$ cat src/rtl/cache_miss_arbiter.sv
// cache_miss_arbiter
// Shares one fill engine and memory port between the I-cache and the D-cache.
// Blocks are filled one at a time, and the D-cache wins when both caches miss
// in the same cycle. Returning words are steered into the data array of the
// cache being filled. After the last word, a one-cycle tag/valid write pulse
// is issued to that cache.

module cache_miss_arbiter #(
  parameter int WORDS_PER_BLOCK = 8,
  parameter int OFFSET_BITS     = 4
) (
  input  logic        clk,
  input  logic        rst_n,
  input  logic        icache_miss,
  input  logic [15:0] icache_miss_addr,
  input  logic        dcache_miss,
  input  logic [15:0] dcache_miss_addr,
  input  logic        memory_data_valid,
  input  logic [15:0] memory_data_out,
  output logic        miss_detected,
  output logic [15:0] miss_address,
  output logic        icache_data_we,
  output logic        dcache_data_we,
  output logic [$clog2(WORDS_PER_BLOCK)-1:0] fill_word,
  output logic [15:0] fill_data,
  output logic        icache_tag_we,
  output logic        dcache_tag_we,
  output logic        icache_stall,
  output logic        dcache_stall
);

  localparam int CW = $clog2(WORDS_PER_BLOCK);
  localparam logic [CW-1:0] LAST_WORD = CW'(WORDS_PER_BLOCK - 1);
  localparam logic [15:0] BASE_MASK = ~16'((1 << OFFSET_BITS) - 1);

  localparam logic [2:0] S_IDLE   = 3'd0;
  localparam logic [2:0] S_FILL_I = 3'd1;
  localparam logic [2:0] S_FILL_D = 3'd2;
  localparam logic [2:0] S_DONE_I = 3'd3;
  localparam logic [2:0] S_DONE_D = 3'd4;

  logic [2:0]    state;
  logic [CW-1:0] word_cnt;
  logic [15:0]   base_addr;
  logic          in_fill;

  // Arbitration, word counting and block completion. The D-cache is checked
  // first because its MEM-stage instruction is older than the IF-stage one.
  always_ff @(posedge clk) begin
    if (!rst_n) begin
      state     <= S_IDLE;
      word_cnt  <= '0;
      base_addr <= '0;
    end else begin
      case (state)
        S_IDLE: begin
          if (dcache_miss) begin
            base_addr <= dcache_miss_addr & BASE_MASK;
            state     <= S_FILL_D;
          end else if (icache_miss) begin
            base_addr <= icache_miss_addr & BASE_MASK;
            state     <= S_FILL_I;
          end
        end
        S_FILL_I, S_FILL_D: begin
          if (memory_data_valid) begin
            word_cnt <= word_cnt + CW'(1);
            if (word_cnt == LAST_WORD) begin
              state <= (state == S_FILL_I) ? S_DONE_I : S_DONE_D;
            end
          end
        end
        S_DONE_I, S_DONE_D: state <= S_IDLE;
        default:            state <= S_IDLE;
      endcase
    end
  end

  assign in_fill        = (state == S_FILL_I) || (state == S_FILL_D);
  assign miss_detected  = in_fill;
  assign miss_address   = in_fill ? base_addr : 16'h0000;
  assign icache_data_we = (state == S_FILL_I) && memory_data_valid;
  assign dcache_data_we = (state == S_FILL_D) && memory_data_valid;
  assign fill_word      = word_cnt;
  assign fill_data      = memory_data_out;
  assign icache_tag_we  = (state == S_DONE_I);
  assign dcache_tag_we  = (state == S_DONE_D);
  assign icache_stall   = icache_miss && (state != S_DONE_I);
  assign dcache_stall   = dcache_miss && (state != S_DONE_D);

endmodule
$ cat config.mk
export PLATFORM = sky130hd
export DESIGN_NAME = cache_miss_arbiter
export DESIGN_NICKNAME = d
export VERILOG_FILES = /design/src/rtl/cache_miss_arbiter.sv
export SDC_FILE = /design/constraint.sdc
export NUM_CORES = 1
export LEC_CHECK = 0
export ABC_AREA = 0
export BUFFER_PORTS_ARGS = -buffer_cell sky130_fd_sc_hd__buf_2
export CORE_MARGIN = 2
export CORE_UTILIZATION = 42
export DETAILED_ROUTE_END_ITERATION = 6
export PLACE_DENSITY = 0.85
export SLEW_MARGIN = 10
export SYNTH_ARGS = -nofsm -noshare
export SYNTH_HDL_FRONTEND = slang
export SYNTH_SLANG_ARGS = --single-unit
$ cat constraint.sdc
create_clock -name clk -period 2.35 [get_ports clk]
set_clock_uncertainty 0.15 [all_clocks]
set_input_delay 0.235 -clock clk [delete_from_list [all_inputs] [get_ports clk]]
set_output_delay 0.235 -clock clk [all_outputs]
set_load 0.01 [all_outputs]
# Yosys cells after proc, flatten, opt, wreduce, memory -nomap -nowiden
# Cells that the tools add are included.
# op_classes
add_sub_neg,1
eq_ne,10
mux,9
reduce_logical,11
# ops
op,n
$mux 16,3
$mux 3,5
$eq 3x2->1 const B,2
$eq 3x3->1 const B,2
$ne 3x3->1 const B,2
$pmux 3 s2,1
$logic_and 1x1->1,4
$ne 2x2->1 const B,2
$reduce_and 2->1,2
$add 3x1->3 const B,1
$eq 3x1->1 const B,1
$logic_not 3->1,1
$ne 3x2->1 const B,1
$reduce_and 3->1,1
$reduce_bool 2->1,1
$reduce_or 2->1,1
$logic_or 1x1->1,1
# word_totals
ff_bits,22
out_inout_bits,42
word_cells,34

# Depth between registers and ports, before layout
# logic_depth
depth_word,5
ltp_mapped,5

# Worst setup path before layout
# Ideal clock, no wire load.
# synth_path
path_type,register to register
start,"register word_cnt[0], in the netlist fill_word[0]"
end,register state[1]
setup_ps,112
arrival_ps,1406
required_time_ps,2088
path_slack_ps,682
path_stages_with_launch,6
n_path_buf,0
path_cell_list,dfxtp_1 > ha_1 > ha_1 > nand2_1 > mux2_1 > a2111oi_1
# synth_between
elab_chain_cells,3
# synth_rtl
element,line,rtl
"start, declared",43,logic [CW-1:0] word_cnt;
"start signal, assigned",67,word_cnt <= word_cnt + CW'(1);
$eq 3x3->1,68,if (word_cnt == LAST_WORD) begin
$ne 2x2->1 (no source line),-,
$reduce_and 3->1 (no source line),-,
"end signal, assigned",69,state <= (state == S_FILL_I) ? S_DONE_I : S_DONE_D;
"end, declared",42,logic [2:0] state;
# Every way passes these cells.
# A chain may end at the register's enable or synchronous reset.

# Final worst setup path
# layout_path
start,register state[0]
end,output miss_address[12]
# layout_between
elab_chain_cells,3
word_cells_on_any_way,4
# layout_rtl
element,line,rtl
$eq 3x1->1 / $eq 3x2->1 (equally long branches),79,assign in_fill = (state == S_FILL_I) || (state == S_FILL_D);
$logic_or 1x1->1 (*),79,
$mux 16 (*),81,assign miss_address = in_fill ? base_addr : 16'h0000;
"end, declared",21,"output logic [15:0] miss_address,"
# Mark *: on every way between the ends. The rest lies on a longest branch, timed or not.

==> impl_metrics.py <==
metrics = {
    "clock_network": {
        "holdBufCountCts": 0,
        "cts_buffers": 3,
        "clock_path_buffers": 2,
        "cts_resized": 0,
        "clkTransAtPathRegs_ns": 0.10,
        "insertion_delay_ns": 0.29,
        "cts_root_buf": "clkbuf_4",
        "cts.htree.levels": 1,
        "postCtsSetupRepairBufs": 0,
        "tritoncts": "done",
        "clkSinkCount": 18,
    },
    "logic_synthesis": {
        "avgSynthCellArea_um2": 9.36,
        "yosys.cell_types.count": 29,
        "synth_cells": 129,
        "synth.mux.area_fraction": 0.134,
        "synth_xor_area_frac": 0.0135,
        "synth_compound_area_frac": 0.169,
        "ys_seq_area_frac": 0.298,
        "syn_area_um2": 1210,
        "synth_top_family_by_area": "simple AND/OR/NAND/NOR gates",
        "synth.ff_latch_count": 18,
        "synthAdderAreaFrac": 0.0207,
        "ys_warn_count": 0,
        "synthSimpleGateAreaFrac": 0.184,
    },
    "power_and_ir_drop": {
        "fin_total_pwr_uw": 754,
        "irDropWorstVdd_uv": 429,
        "p_leak_uw": 0.000715,
        "powerDensity_nw_per_um2": 556,
    },
    "worst_setup_path": {
        "crit_fanout": 13,
        "cp.required_ns": 1.97,
        "cp-start-kind": "register",
        "cp.arrival_ns": 1.65,
        "cpPeakStageDelay_ns": 0.53,
        "crit_path_end_kind": "output port",
        "cp_slowest_cell": "dfxtp_1",
        "reg2regPathDepth": 5,
        "path_buf_inv": 1,
        "path_class": "reg2out",
        "reg2reg_from": "fill_word[0]$_SDFFE_PN0P_",
        "r2r_slack_ns": 0.61,
        "r2r_end": "state[1]$_SDFFE_PN0P_",
        "cp_cell_sequence": "xnor2_2 -> nor2_2 -> and2_1 -> buf_2",
        "crit_family": "simple AND/OR/NAND/NOR gates",
    },
    "grt": {
        "first_global_vias": 842,
        "grt_pass1_wl_mm": 3.78,
        "antenna_found_initial": 0,
        "grt_overflow_total": 0,
        "grt_max_degree": 14,
        "track_usage": 0.147,
    },
    "hold_path": {
        "hold_start": "memory_data_valid",
        "min_to": "state[2]$_SDFFE_PN0P_",
        "hold_class": "in2reg",
        "hold_depth": 3,
    },
    "layout": {
        "final_nets": 216,
        "drive_gt1_frac": 0.438,
        "nFillCells": 267,
        "final_cells": 191,
        "antenna_cells": 0,
        "syn_to_final_growth_pct": 12.3,
    },
    "detailed_routing": {
        "drtIter0Drc": 9,
        "num_vias": 959,
        "drc_errors": 0,
        "dr.pass1.iters": 4,
        "ant_nets": 0,
        "drt-total-wl_mm": 2.31,
        "wire_per_inst_um": 12.1,
        "vias_per_cell": 5.02,
    },
    "place": {
        "dp_hpwl_mm": 1.78,
        "io_buffers": 50,
        "post-place-ws_ns": 0.626,
        "gp_congestion": 0.739,
        "place_inst": 187,
    },
    "flow_run": {
        "maxCapViolCount": 0,
    },
    "floorplan": {
        "die_h_um": 57.6,
        "die_w_um": 57.6,
        "placementRows": 19,
        "die_area_um2": 3320,
        "initial_core_util": 0.442,
        "core_um2": 2730,
        "ioPinCount": 95,
    },
    "sta": {
        "setup_ws_ns": 0.314,
        "slew_viol_final": 0,
        "hold_violations": 0,
        "fin_crit_sh": 0.867,
        "setup_violations": 0,
        "fmaxAchievable_mhz": 491,
        "rsz0062_at_grt": "no",
        "tns_ns": 0,
        "period_needed_ns": 2.04,
    },
    "status": {
        "outcome": "completed",
    },
}
[worst min-delay path, cell delays in order]
cell and delay [ns]:
buf_2 0.11, nand2_1 0.08, nor4_1 0.05
[synth_stat cells (all sizes together)]
master	count	share of area
nor3b	2	0.022
a211oi	7	0.073
nand2b	2	0.010
conb	1	0.0031
mux2i	15	0.12
and3	1	0.0052
inv	3	0.0093
o211a	5	0.041
clkbuf	1	0.0031
a21oi	8	0.033
nor2b	1	0.0052
nor2	5	0.018
nand2	6	0.019
ha	2	0.021
nand3	5	0.021
o21ba	1	0.013
a2111oi	1	0.0083
buf	27	0.16
and2	14	0.075
mux2	1	0.0093
dfxtp	18	0.30
xnor2	1	0.013
nor4	2	0.010
[cell families (layout without fill, tap and decap cells)]
| logic type | count (synthesis) | after routing |
|---|---|---|
| AOI/OAI and AO/OA | 22 | 22 |
| other | 1 | 4 |
| and+or+nand+nor | 38 | 38 |
| buffers and inverters | 31 | 59 |
| adders and majority gates | 2 | 2 |
| muxes | 16 | 16 |
| DFF | 18 | 18 |
| xor gates and xnor gates | 1 | 1 |
[layout make-up]
type                            instances  area (µm²)  share of cell area
Clock buffer                            4        36.3              0.0268
Multi-Input combinational cell         83         644               0.475
Inverter                                3        11.3             0.00830
Timing Repair Buffer                   52         265               0.196
Tap cell                               31        38.8              0.0286
Sequential cell                        18         360               0.266
[where the power goes]
| group | total [µW] | internal (µW) | switching [µW] |
|---|---|---|---|
| Clock | 193 | 94.5 | 98.9 |
| Combinational | 209 | 99.0 | 110 |
| Sequential | 352 | 334 | 18.0 |
| Total | 754 | 527 | 227 |
[layer usage]
metal  share of wire  GRT usage
met1            0.44      0.192
met2            0.47      0.224
met3           0.082     0.0446
met4           0.013     0.0631
met5               0          0
[metrics by stage]
| step | util | area [µm²] | hold WS [ns] |
|---|---|---|---|
| floorplan | - | 1220 | 0.238 |
| global placement | 0.483 | 1320 | 0.314 |
| detailed placement | 0.483 | 1320 | 0.320 |
| CTS | 0.496 | 1360 | 0.0625 |
| global route | 0.496 | 1360 | 0.0778 |
| finish | 0.496 | 1360 | 0.0731 |
[registers in the layout, indices dropped and copies added (netlist names)]
name and flops:
base_addr 12, fill_word 3, state 3
[how the worst max path moves through the flow]
stage | from | end | slack, ns | depth (start not counted)
floorplan | fill_word[0]$_SDFFE_PN0P_ | state[1]$_SDFFE_PN0P_ | 0.68 | 5
global placement | state[0]$_SDFFE_PN0P_ | miss_address[12] | 0.63 | 4
detailed placement | fill_word[0]$_SDFFE_PN0P_ | state[1]$_SDFFE_PN0P_ | 0.63 | 5
CTS | state[0]$_SDFFE_PN0P_ | miss_address[12] | 0.29 | 4
global route | state[0]$_SDFFE_PN0P_ | miss_address[5] | 0.15 | 4
finish | state[0]$_SDFFE_PN0P_ | miss_address[12] | 0.31 | 4
[placed cells by master (no fill, tap or decap)]
cell type / netlist / layout
buf_2: 3 / 50
dfxtp_1: 18 / 18
mux2i_1: 15 / 15
and2_1: 13 / 13
a21oi_1: 8 / 8
a211oi_2: 7 / 7
nand2_1: 6 / 6
nand3_1: 5 / 5
o211a_1: 5 / 5
nor2_1: 4 / 4
conb_1: 1 / 4
clkbuf_4: 0 / 3
nand2b_1: 2 / 2
inv_2: 2 / 2
nor4_1: 2 / 2
ha_1: 2 / 2
buf_4: 23 / 2
xnor2_2: 1 / 1
nor2_2: 1 / 1
inv_1: 1 / 1
nor2b_1: 1 / 1
nor3b_1: 1 / 1
and3_1: 1 / 1
o21ba_4: 1 / 1
and2_4: 1 / 1
nor3b_4: 1 / 1
mux2_1: 1 / 1
a2111oi_1: 1 / 1
clkbuf_8: 0 / 1
No activity file was read; power rests on OpenSTA's default activity.
